--- src/rtl/mc_pipeline_ctrl_pkg.sv ---
// Microcode word layout, control-bit decode helpers and the per-stage pipeline register type.
// Bits 24:7 are datapath fields this controller passes through without interpreting.
package microcode;
    localparam int WIDTH      = 25;
    localparam int REG_W      = 5;
    localparam int NUM_STAGES = 4;

    localparam int B_REG_WE   = 0;
    localparam int B_RS1_DEP  = 1;
    localparam int B_RS2_DEP  = 2;
    localparam int B_MEM_USE  = 3;
    localparam int B_MEM_WE   = 4;
    localparam int B_ALU_PC   = 5;
    localparam int B_JMP_CMP  = 6;

    typedef logic [WIDTH-1:0] mc_t;

    typedef struct packed {
        logic             valid;
        mc_t              mc;
        logic [REG_W-1:0] rd;
    } stage_t;

    function automatic logic reg_we(input mc_t mc);
        return mc[B_REG_WE];
    endfunction

    function automatic logic check_rs1_dep(input mc_t mc);
        return mc[B_RS1_DEP];
    endfunction

    function automatic logic check_rs2_dep(input mc_t mc);
        return mc[B_RS2_DEP];
    endfunction

    function automatic logic mem_in_use(input mc_t mc);
        return mc[B_MEM_USE];
    endfunction

    function automatic logic mem_we(input mc_t mc);
        return mc[B_MEM_WE];
    endfunction

    function automatic logic alu_out_over_pc(input mc_t mc);
        return mc[B_ALU_PC];
    endfunction

    function automatic logic jump_if_cmp(input mc_t mc);
        return mc[B_JMP_CMP];
    endfunction

    // Unconditional jumps take the ALU result; conditional ones need the S2 comparator.
    function automatic logic mc_is_jump(input mc_t mc, input logic cmp);
        return alu_out_over_pc(mc) | (jump_if_cmp(mc) & cmp);
    endfunction
endpackage

--- src/rtl/mc_pipeline_ctrl_hazard_detect.sv ---
// RAW hazard check of the S0 sources against every in-flight writer in S1..S3.
// No forwarding exists, so a match in any later stage (S3 included) must stall.
module mc_hazard_detect
    import microcode::*;
#(
    parameter int REG_ADDR_W = REG_W
) (
    input  logic                  i_s0_valid,
    input  mc_t                   i_s0_mc,
    input  logic [REG_ADDR_W-1:0] i_rs1,
    input  logic [REG_ADDR_W-1:0] i_rs2,
    input  stage_t [2:0]          i_stg,
    output logic                  o_hazard
);
    logic w_hit1;
    logic w_hit2;

    always_comb begin
        w_hit1 = 1'b0;
        w_hit2 = 1'b0;
        for (int k = 0; k < 3; k++) begin
            if (i_stg[k].valid && reg_we(i_stg[k].mc)) begin
                if (i_stg[k].rd == i_rs1) w_hit1 = 1'b1;
                if (i_stg[k].rd == i_rs2) w_hit2 = 1'b1;
            end
        end
    end

    // x0 is hard-wired zero, so writes to it never create a dependency.
    assign o_hazard = i_s0_valid &
                      ((check_rs1_dep(i_s0_mc) & (i_rs1 != '0) & w_hit1) |
                       (check_rs2_dep(i_s0_mc) & (i_rs2 != '0) & w_hit2));
endmodule

--- src/rtl/mc_pipeline_ctrl.sv ---
// Four-stage microcode pipeline controller: issue stall on RAW hazards, wrong-path squash on
// taken S2 jumps, and single memory port arbitration with S1 data access over fetch.
module mc_pipeline_ctrl
    import microcode::*;
#(
    parameter int MC_WIDTH   = WIDTH,
    parameter int REG_ADDR_W = REG_W
) (
    input  logic                  clk,
    input  logic                  rst,
    input  logic                  dec_valid,
    output logic                  dec_ready,
    input  logic [MC_WIDTH-1:0]   dec_mc,
    input  logic [REG_ADDR_W-1:0] dec_rd,
    input  logic [REG_ADDR_W-1:0] dec_rs1,
    input  logic [REG_ADDR_W-1:0] dec_rs2,
    input  logic                  cmp_result,
    output logic [MC_WIDTH-1:0]   s0_mc,
    output logic [MC_WIDTH-1:0]   s1_mc,
    output logic [MC_WIDTH-1:0]   s2_mc,
    output logic [MC_WIDTH-1:0]   s3_mc,
    output logic                  s0_valid,
    output logic                  s1_valid,
    output logic                  s2_valid,
    output logic                  s3_valid,
    output logic [REG_ADDR_W-1:0] s3_rd,
    output logic                  redirect,
    output logic                  fetch_grant
);
    stage_t [NUM_STAGES-1:0] r_stg;
    logic [REG_ADDR_W-1:0]   r_s0_rs1;
    logic [REG_ADDR_W-1:0]   r_s0_rs2;

    logic w_hazard;
    logic w_redirect;
    logic w_s0_adv;
    logic w_take;

    mc_hazard_detect #(.REG_ADDR_W(REG_ADDR_W)) u_hazard (
        .i_s0_valid (r_stg[0].valid),
        .i_s0_mc    (r_stg[0].mc),
        .i_rs1      (r_s0_rs1),
        .i_rs2      (r_s0_rs2),
        .i_stg      (r_stg[3:1]),
        .o_hazard   (w_hazard)
    );

    assign w_redirect = r_stg[2].valid & mc_is_jump(r_stg[2].mc, cmp_result);
    assign w_s0_adv   = r_stg[0].valid & ~w_hazard & ~w_redirect;
    assign w_take     = dec_valid & dec_ready;

    assign dec_ready   = ~rst & ~w_redirect & (~r_stg[0].valid | w_s0_adv);
    assign redirect    = w_redirect;
    assign fetch_grant = ~(r_stg[1].valid & mem_in_use(r_stg[1].mc));

    // Invalid stages present an all-zero word so no write enable leaks downstream.
    assign s0_valid = r_stg[0].valid;
    assign s1_valid = r_stg[1].valid;
    assign s2_valid = r_stg[2].valid;
    assign s3_valid = r_stg[3].valid;
    assign s0_mc    = r_stg[0].valid ? r_stg[0].mc : '0;
    assign s1_mc    = r_stg[1].valid ? r_stg[1].mc : '0;
    assign s2_mc    = r_stg[2].valid ? r_stg[2].mc : '0;
    assign s3_mc    = r_stg[3].valid ? r_stg[3].mc : '0;
    assign s3_rd    = r_stg[3].rd;

    // Squashed and bubbled entries are written as all-zero, not just valid=0.
    always_ff @(posedge clk or posedge rst) begin
        if (rst) begin
            r_stg    <= '0;
            r_s0_rs1 <= '0;
            r_s0_rs2 <= '0;
        end else begin
            r_stg[3] <= r_stg[2];
            r_stg[2] <= w_redirect ? '0 : r_stg[1];
            r_stg[1] <= w_s0_adv ? r_stg[0] : '0;
            if (w_take) begin
                r_stg[0] <= '{valid: 1'b1, mc: dec_mc, rd: dec_rd};
                r_s0_rs1 <= dec_rs1;
                r_s0_rs2 <= dec_rs2;
            end else if (w_s0_adv || w_redirect) begin
                r_stg[0] <= '0;
                r_s0_rs1 <= '0;
                r_s0_rs2 <= '0;
            end
        end
    end
endmodule

--- config.mk ---
export PLATFORM = sky130hd
export DESIGN_NAME = mc_pipeline_ctrl
export DESIGN_NICKNAME = d
export VERILOG_FILES = /design/src/rtl/mc_pipeline_ctrl_pkg.sv /design/src/rtl/mc_pipeline_ctrl_hazard_detect.sv /design/src/rtl/mc_pipeline_ctrl.sv
export SDC_FILE = /design/constraint.sdc
export NUM_CORES = 1
export LEC_CHECK = 0
export ABC_AREA = 1
export CAP_MARGIN = 20
export CORE_ASPECT_RATIO = 1.25
export CORE_MARGIN = 8
export CORE_UTILIZATION = 65
export CTS_BUF_LIST = sky130_fd_sc_hd__clkbuf_8
export DETAILED_ROUTE_END_ITERATION = 6
export DONT_BUFFER_PORTS = 1
export HOLD_SLACK_MARGIN = 0.06
export PLACE_DENSITY = 0.79
export SLEW_MARGIN = 20
export SYNTH_ARGS = -nofsm -noshare
export SYNTH_HDL_FRONTEND = slang
export SYNTH_SLANG_ARGS = --single-unit
--- constraint.sdc ---
create_clock -name clk -period 5.5 [get_ports clk]
set_input_delay 0.55 -clock clk [delete_from_list [all_inputs] [get_ports clk]]
set_output_delay 0.55 -clock clk [all_outputs]
set_load 0.01 [all_outputs]
==> results of run 1 <==
worst max-delay path by stage:
stage                             end  slack (ns)     start  depth (start not counted)
after floorplan           r_s0_rs1[0]        1.37       rst                          1
final                       dec_ready        2.02  s2_valid                          6
after global routing        dec_ready        1.77  s2_valid                          6
after detailed placement    dec_ready        2.43  s2_valid                          6
after CTS                   dec_ready        1.96  s2_valid                          6
after global placement      dec_ready        2.58  s2_valid                          6
cell type report:
cell class                 count  share of cell area
clock buffer                  18              0.0391
clock inverter                13              0.0245
inverter                     188               0.112
multi-input combinational    405               0.268
sequential                   134               0.529
tap                          123              0.0243
timing repair buffer           2             0.00335
power by group through the flow:
stage	combinational [uW]	sequential, uW	clock [uW]
CTS	174	1110	835
detailed placement	172	1130	0
global placement	169	1130	0
floorplan	169	1100	0
global route	200	1120	880
finish	171	1110	819
sequential cells by signal (all words and copies together) (netlist names):
signal	cells
r_stg	115
r_s0_rs1	5
r_s0_rs2	5
s3_rd	5
s0_valid	1
s1_valid	1
s2_valid	1
s3_valid	1
synth_stat cells:
library cell,count,share of area
o21ai_1,2,0.0017
nand2_1,212,0.13
a21boi_4,1,0.0031
a21oi_4,1,0.0027
nand3_2,1,0.0017
a21oi_1,1,0.00083
nor2_2,1,0.0010
dfrtp_1,134,0.56
buf_6,7,0.013
nand3_1,89,0.074
o21ai_0,6,0.0050
nand4_1,2,0.0021
buf_2,6,0.0050
xor2_1,1,0.0015
inv_2,14,0.0087
buf_4,13,0.016
inv_1,174,0.11
nor2_1,84,0.052
clkbuf_1,14,0.0087
nand2_2,4,0.0042
metrics by stage:
step	cells	hold slack [ns]	total power [uW]	worst slack (ns)	area (sq um)
after floorplan	767	0.354	1260	1.37	6020
after global placement	851	0.363	1290	2.58	5920
after detailed placement	851	0.363	1300	2.43	5920
after CTS	883	0.236	2120	1.96	6340
after global routing	883	0.249	2200	1.77	6340
final	883	0.264	2100	2.02	6340
routing by layer:
layer  GRT usage  share of wire
met4      0.0690         0.0085
met1       0.314           0.47
met3      0.0632          0.069
met2       0.309           0.45
met5           0              0
cells by family after synthesis:
group | count (synthesis) | synth area share
XOR/XNOR | 1 | 0.00146
buffers and inverters | 228 | 0.160
flip-flops | 134 | 0.557
AO/OA/AOI/OAI | 11 | 0.0133
AND/OR/NAND/NOR | 393 | 0.268
==> results.tsv, run 1 <==
metric	value	unit
Via density	5.00	
area used by multi-input combinational logic	1700	sq um
layout cells sized above 1	0.0711	
Inserted Diodes	0	
PwrDens	331	nW/um^2
synth warn	0	
Max Buffers Root-to-Sink	2	
DRC Markers	0	
H-tree levels	4	
worst path required time	4.95	ns
Final Skew	0.0120	ns
port bufs	0	
status	complete, no violations	
CP Capture Type	output pin	
Worst Hold Path EP	r_stg[15]	
largest net degree at the start of global routing	91	
crit path cell chain	nand2_1 -> inv_2 -> a21oi_4 -> inv_2 -> nor2_2 -> a21boi_4	
final wirelength	13.1	mm
vias in the first global route	4241	
P_leak	0.00400	uW
Iter 0 DRT Violations	287	
Die Wd	102	um
register area share after synthesis	0.557	
area grow syn2layout	5.39	%
hold buffer count at CTS	1	
Peak VDD IR	0.211	mV
flop and latch count out of synthesis	134	
r2r setup slk	2.59	ns
Psw	548	uW
Worst Path Max Fanout	41	
cts repair resizes	0	
Num CTS Buffers	17	
FF-to-FF Start	s2_valid	
Syn Inst Count	767	
syn_nets	811	
setup_tns	0	ns
Fin. Hold Viols	0	
slew margin rel.	0.288	
antenna-violating nets left	0	
GPL Wtd Cong	0.921	
reg2reg end	r_s0_rs2[0]	
Root Buffer Master	clkbuf_8	
Clock Power Share	0.390	
max-cap viol count	0	
reg2reg path depth	8	
final core utilization	0.699	
clock-pin slew on the worst setup and hold paths	0.08	ns
fmax	287	MHz
wire per inst	14.9	um
Worst path slowest cell	a21boi_4	
GRT Total Usage	0.217	
initial antenna violation count	0	
most frequent cells in the layout	nand2_1 (212), inv_1 (174), dfrtp_1 (134)	
postcts setup bufs	0	
Die ar.	12600	sq um
hold path cells	2	
Congestion Overflow GR	0	
Die Span Y	124	um
first-pass GRT wire length	21.2	mm
Tmin final	3.48	ns
WP data arrival	2.93	ns
Setup violations, final	0	
clock sinks	134	
Max Slew Vio Count	0	
HP Start	dec_mc[10]	
register area	3350	sq um
nature of the critical path startpoint	flip-flop	
critical path class	reg2out	
delay-heaviest family, CP	compound AO/OA/AOI/OAI gates	
TritonCTS clock tree	done	
design internal power	1550	uW
nets@finish	792	
clk_lat worst skew	0.42	ns
Seq pwr share	0.529	
FILL cells	758	
Worst Path Buf+Inv	2	
core area	9080	sq um
type of the tightest min-delay check	in2reg	
commonest non-fill, non-tap cell in the layout	nand2_1	
most frequent CP cell	inv_2	
Distinct cells, synth	20	
Combinational Power Share	0.081	
row cnt	39	
DR pass1 iterations	5	
mapped cell area	6020	sq um
Final period util	0.633	
max incr delay on CP	0.83	ns
unrepaired setup endpoints after global routing	false	
# IOs	156	
total number of vias	4419	
Mapped Avg Cell Area	7.84	sq um
Initial Utilization	0.663	
Sw Share	0.261	
worst slew pin tran	1.07	ns
detailed placer's ending HPWL	9.81	mm
Note: power is estimated with default switching activity, not from simulation.
==> run 2, diff against run 1 <==
clock period = 3.3 ns   (was 5.5 ns; I/O delays follow)
==> run 2 against run 1 <==
Compared with the run above:
- clock-buffer cell count is 1 lower
- first-iteration DRC count is 55% higher
- clock skew is 0.00076 ns higher
- clock power is 81% higher
- final area is 13% higher
- worst setup slack worse by 1.4 ns
- final cell count is 9.2% higher
- critical path depth is 8 higher
- die area stayed put
- power is 77% higher
- sequential share of layout area is 6.1 points lower
- via count is 13% higher
- critical endpoint is now r_stg[18]
- largest cell class unchanged
==> results.tsv, run 2 (synthesized netlist as in run 1, its figures left out) <==
metric	value	unit
Peak VDD IR	0.707	mV
row cnt	39	
slew margin rel.	0.258	
Final Skew	0.0127	ns
Placed Instances	857	
Inserted Diodes	0	
nature of the critical path startpoint	flip-flop	
Die Wd	102	um
critical path class	reg2reg	
# IOs	156	
TritonCTS clock tree	done	
clock-pin slew on the worst setup and hold paths	0.08	ns
type of the tightest min-delay check	in2reg	
Final period util	0.816	
Max Slew Vio Count	0	
Initial Utilization	0.663	
P_leak	0.00428	uW
total number of vias	4985	
CP Capture Type	flip-flop	
core area	9080	sq um
antenna-violating nets left	0	
Max Buffers Root-to-Sink	2	
most frequent cells in the layout	nand2_1 (212), inv_1 (175), dfrtp_1 (134)	
detailed placer's ending HPWL	9.47	mm
Fin. Hold Viols	0	
area grow syn2layout	19.2	%
Die Span Y	124	um
worst path required time	3.67	ns
dpl ws	0.917	ns
Largest register FFs	115	
Tmin final	2.69	ns
DR pass1 iterations	5	
cts repair resizes	0	
Iter 0 DRT Violations	444	
WP data arrival	3.07	ns
Worst Path Max Fanout	41	
layout cells sized above 1	0.0713	
Design Power	3710	uW
worst slew pin tran	1.11	ns
Post-Layout Cell Count	964	
GRT Total Usage	0.257	
Root Buffer Master	clkbuf_8	
setup_tns	0	ns
commonest non-fill, non-tap cell in the layout	nand2_1	
PwrDens	518	nW/um^2
hold_ws	0.0722	ns
final wirelength	15.9	mm
max-cap viol count	0	
port bufs	0	
wire per inst	16.5	um
Top reg by flops	r_stg	
r2r setup slk	0.61	ns
Num CTS Buffers	17	
H-tree levels	4	
Setup violations, final	0	
GPL Wtd Cong	0.897	
largest net degree at the start of global routing	100	
Via density	5.17	
vias in the first global route	4958	
Die ar.	12600	sq um
initial antenna violation count	0	
status	complete, no violations	
clk_lat worst skew	0.43	ns
unrepaired setup endpoints after global routing	false	
first-pass GRT wire length	24.9	mm
setup ws final	0.608	ns
fmax	372	MHz
nets@finish	872	
Congestion Overflow GR	0	
clock sinks	134	
DRC Markers	0	
## run 2: cell count changes in the layout (fill, tap and decap cells not counted), sizes merged
| cell | change |
|---|---|
| buf | +6 |
| bufinv | +1 |
| clkbuf | -1 |
| clkinv | -1 |
| dlygate4sd3 | +74 |
| inv | +2 |
## run 2: timing repair
item / in CTS / in global routing
endpoints found under the hold margin: 71 / 1
setup buffers: 0 / 0
hold buffers: 73 / 2
## run 2: routing by layer
metal  global-route usage  up-vias  wire [um]
li1                     -     2336          -
met1                0.316     2299       6380
met2                0.405      290       7630
met3               0.0850       60       1370
met4                0.119        0        480
met5                    0        -          0
## run 2: layout make-up
cell class	instances	area [sq um]
Clock buffer	17	234
Multi-Input combinational cell	405	1700
Tap cell	123	154
Inverter	188	709
Fill cell	610	1910
Clock inverter	15	204
Sequential cell	134	3350
Timing Repair Buffer	82	816
## run 2: power breakdown
part           total, uW  internal (uW)  switching (uW)
clock               1480            832             646
sequential          1840           1740             102
combinational        393            146             247
total               3710           2720             995
## run 2: final timing paths
kind / cells past startpoint / startpoint / end
max: 14 / s3_valid / r_stg[18]
min: 2 / dec_rs2[4] / r_s0_rs2[4]
max reg2reg: 14 / s3_valid / r_stg[18]
min reg2reg: 0 / r_stg[86] / r_stg[117]
max in group asynchronous: 3 / rst / s3_rd[1]
min in group asynchronous: 2 / rst / r_stg[5]
## run 2: worst max-delay path: stages (launching register included)
cell and delay (ns):
dfrtp_1 0.36, buf_4 0.21, nand2_1 0.11, inv_2 0.06, nand2_1 0.06, nor2_1 0.04
nand3_1 0.09, nand3_1 0.13, nand2_2 0.10, nand2_2 0.08, a21boi_4 0.12, buf_4 0.40
nand3_1 0.18, dlygate4sd3_1 0.62, nand2_1 0.07
## run 2: metrics by stage
step           cell area, sq um   util
3_5_place_dp               5980  0.659
5_1_grt                    7170  0.790
4_1_cts                    7150  0.788
6_report                   7170  0.790
2_1_floorplan              6020      -
3_3_place_gp               5980  0.659
==> run 3, diff against run 2 <==
CORE_UTILIZATION = 59   (was 65)
PLACE_DENSITY = 0.76   (was 0.79)
clock period = 2.4 ns   (was 3.3 ns; I/O delays follow)
==> run 3 against run 2 <==
Compared with the run above:
- hold slack better by 0.056 ns
- largest cell class unchanged
- final area increased by 2.4%
- final cell count grew 1.3%
- register-to-register slack got worse by 0.54 ns
- die area is 8.7% higher
- sequential power is 38% higher
- combinational power is 53% higher
- fmax is 15% higher
- clock skew fell by 0.0032 ns
- core utilization decreased by 5.6 points
==> results.tsv, run 3 (synthesized netlist as in run 1, its figures left out) <==
metric	value	unit
P_leak	0.00441	uW
setup ws final	0.0642	ns
Sw Share	0.267	
Die ar.	13700	sq um
reg2reg end	r_stg[0]	
Die Wd	106	um
type of the tightest min-delay check	in2reg	
Max Slew Vio Count	0	
Final Skew	0.00953	ns
design internal power	3680	uW
clk_lat worst skew	0.43	ns
vias in the first global route	5051	
clock sinks	134	
register area	3370	sq um
Peak VDD IR	0.421	mV
port bufs	0	
dpl ws	0.449	ns
clock-pin slew on the worst setup and hold paths	0.07	ns
Top reg by flops	r_stg	
Initial Utilization	0.602	
Fin. Hold Viols	0	
Final period util	0.973	
core area	10000	sq um
critical path class	reg2reg	
Num CTS Buffers	17	
Max Buffers Root-to-Sink	2	
GPL Wtd Cong	0.822	
Die Span Y	129	um
area used by multi-input combinational logic	1720	sq um
setup_tns	0	ns
slew margin rel.	0.475	
Via density	5.09	
detailed placer's ending HPWL	10.3	mm
Root Buffer Master	clkbuf_8	
Congestion Overflow GR	0	
worst slew pin tran	0.785	ns
hold_ws	0.128	ns
first-pass GRT wire length	25.7	mm
total number of vias	4975	
placed inst area	6070	sq um
Iter 0 DRT Violations	360	
max-cap viol count	0	
Clock Power Share	0.376	
GRT Total Usage	0.238	
crit path launch	r_s0_rs2[0]	
H-tree levels	4	
layout cells sized above 1	0.118	
commonest non-fill, non-tap cell in the layout	nand2_1	
TritonCTS clock tree	done	
Psw	1340	uW
Final Instance Area	7340	sq um
Largest register FFs	115	
nets@finish	879	
largest net degree at the start of global routing	64	
final wirelength	16.7	mm
wire per inst	17.1	um
Placed Instances	871	
most frequent cells in the layout	nand2_1 (211), inv_1 (171), dfrtp_1 (118)	
Combinational Power Share	0.120	
antenna-violating nets left	0	
FILL cells	740	
initial antenna violation count	1	
PwrDens	683	nW/um^2
Critical Path End	r_stg[0]	
worst path required time	2.77	ns
Worst Path Max Fanout	9	
unrepaired setup endpoints after global routing	true	
FF-to-FF Start	r_s0_rs2[0]	
# IOs	156	
row cnt	41	
fmax	428	MHz
WP data arrival	2.71	ns
DRC Markers	0	
area grow syn2layout	22.0	%
CP Capture Type	flip-flop	
Setup violations, final	0	
status	complete, no violations	
DR pass1 iterations	5	
reg2reg path depth	14	
Post-Layout Cell Count	977	
r2r setup slk	0.06	ns
Tmin final	2.34	ns
Seq pwr share	0.504	
nature of the critical path startpoint	flip-flop	
[run 3: cell count changes in the layout (fill, tap and decap cells not counted), moves of 3 or more]
cell	previous run	this run
dfrtp_2	0	16
inv_1	175	171
dlygate4sd3_1	75	53
dfrtp_1	134	118
dlymetal6s4s_1	0	11
clkbuf_16	0	3
buf_4	6	17
buf_12	1	4
[run 3: what timing repair did]
item | in CTS | in global routing
hold buffers | 82 | 1
setup buffers | 0 | 6
endpoints found under the hold margin | 62 | 19
gates resized for setup | 0 | 38
setup endpoints to repair | 0 | 40
[run 3: final cells by class]
type	instances	area share
Timing Repair Buffer	89	0.132
Antenna cell	1	0.000341
Tap cell	129	0.0220
Clock inverter	13	0.0215
Clock buffer	18	0.0338
Sequential cell	134	0.460
Inverter	188	0.0973
Multi-Input combinational cell	405	0.234
[run 3: worst max-delay path: stages (launching register included)]
cell	delay [ns]
dfrtp_2	0.46
inv_4	0.10
nand2_1	0.05
nand2_1	0.06
nor2_1	0.04
nand3_1	0.12
nand3_2	0.08
nand2_2	0.10
nand2_4	0.07
a21boi_4	0.17
buf_12	0.15
buf_8	0.15
nand3_1	0.08
dlygate4sd3_1	0.57
nand2_1	0.07
[run 3: power groups by stage]
stage | logic [uW] | registers [uW] | clock network [uW]
floorplan | 387 | 2510 | 0
global placement | 441 | 2550 | 0
detailed placement | 454 | 2560 | 0
CTS | 548 | 2510 | 1920
global route | 669 | 2540 | 2010
finish | 601 | 2530 | 1890
[run 3: worst min path at each step]
stage                     cells past startpoint          end  slack (ns)      start
after floorplan                               0    r_stg[98]        0.35  r_stg[67]
after global placement                        1  r_s0_rs2[4]        0.17        rst
after detailed placement                      1  r_s0_rs2[4]        0.18        rst
after CTS                                     3  r_s0_rs2[3]        0.17  dec_valid
after global routing                          3  r_s0_rs2[0]        0.13  dec_valid
final                                         3     r_stg[9]        0.13  dec_valid
[run 3: per-layer routing]
metal | global-route usage | part of all wire | wire length (um)
met2 | 0.391 | 0.49 | 8250
met5 | 0 | 0 | 0
met3 | 0.0695 | 0.081 | 1360
met4 | 0.0863 | 0.020 | 342
met1 | 0.292 | 0.40 | 6750
[run 3: per-stage QoR]
stage	total power [uW]	utilization
CTS	4980	0.730
global placement	2990	0.607
finish	5020	0.734
floorplan	2900	-
detailed placement	3010	0.607
global route	5220	0.734
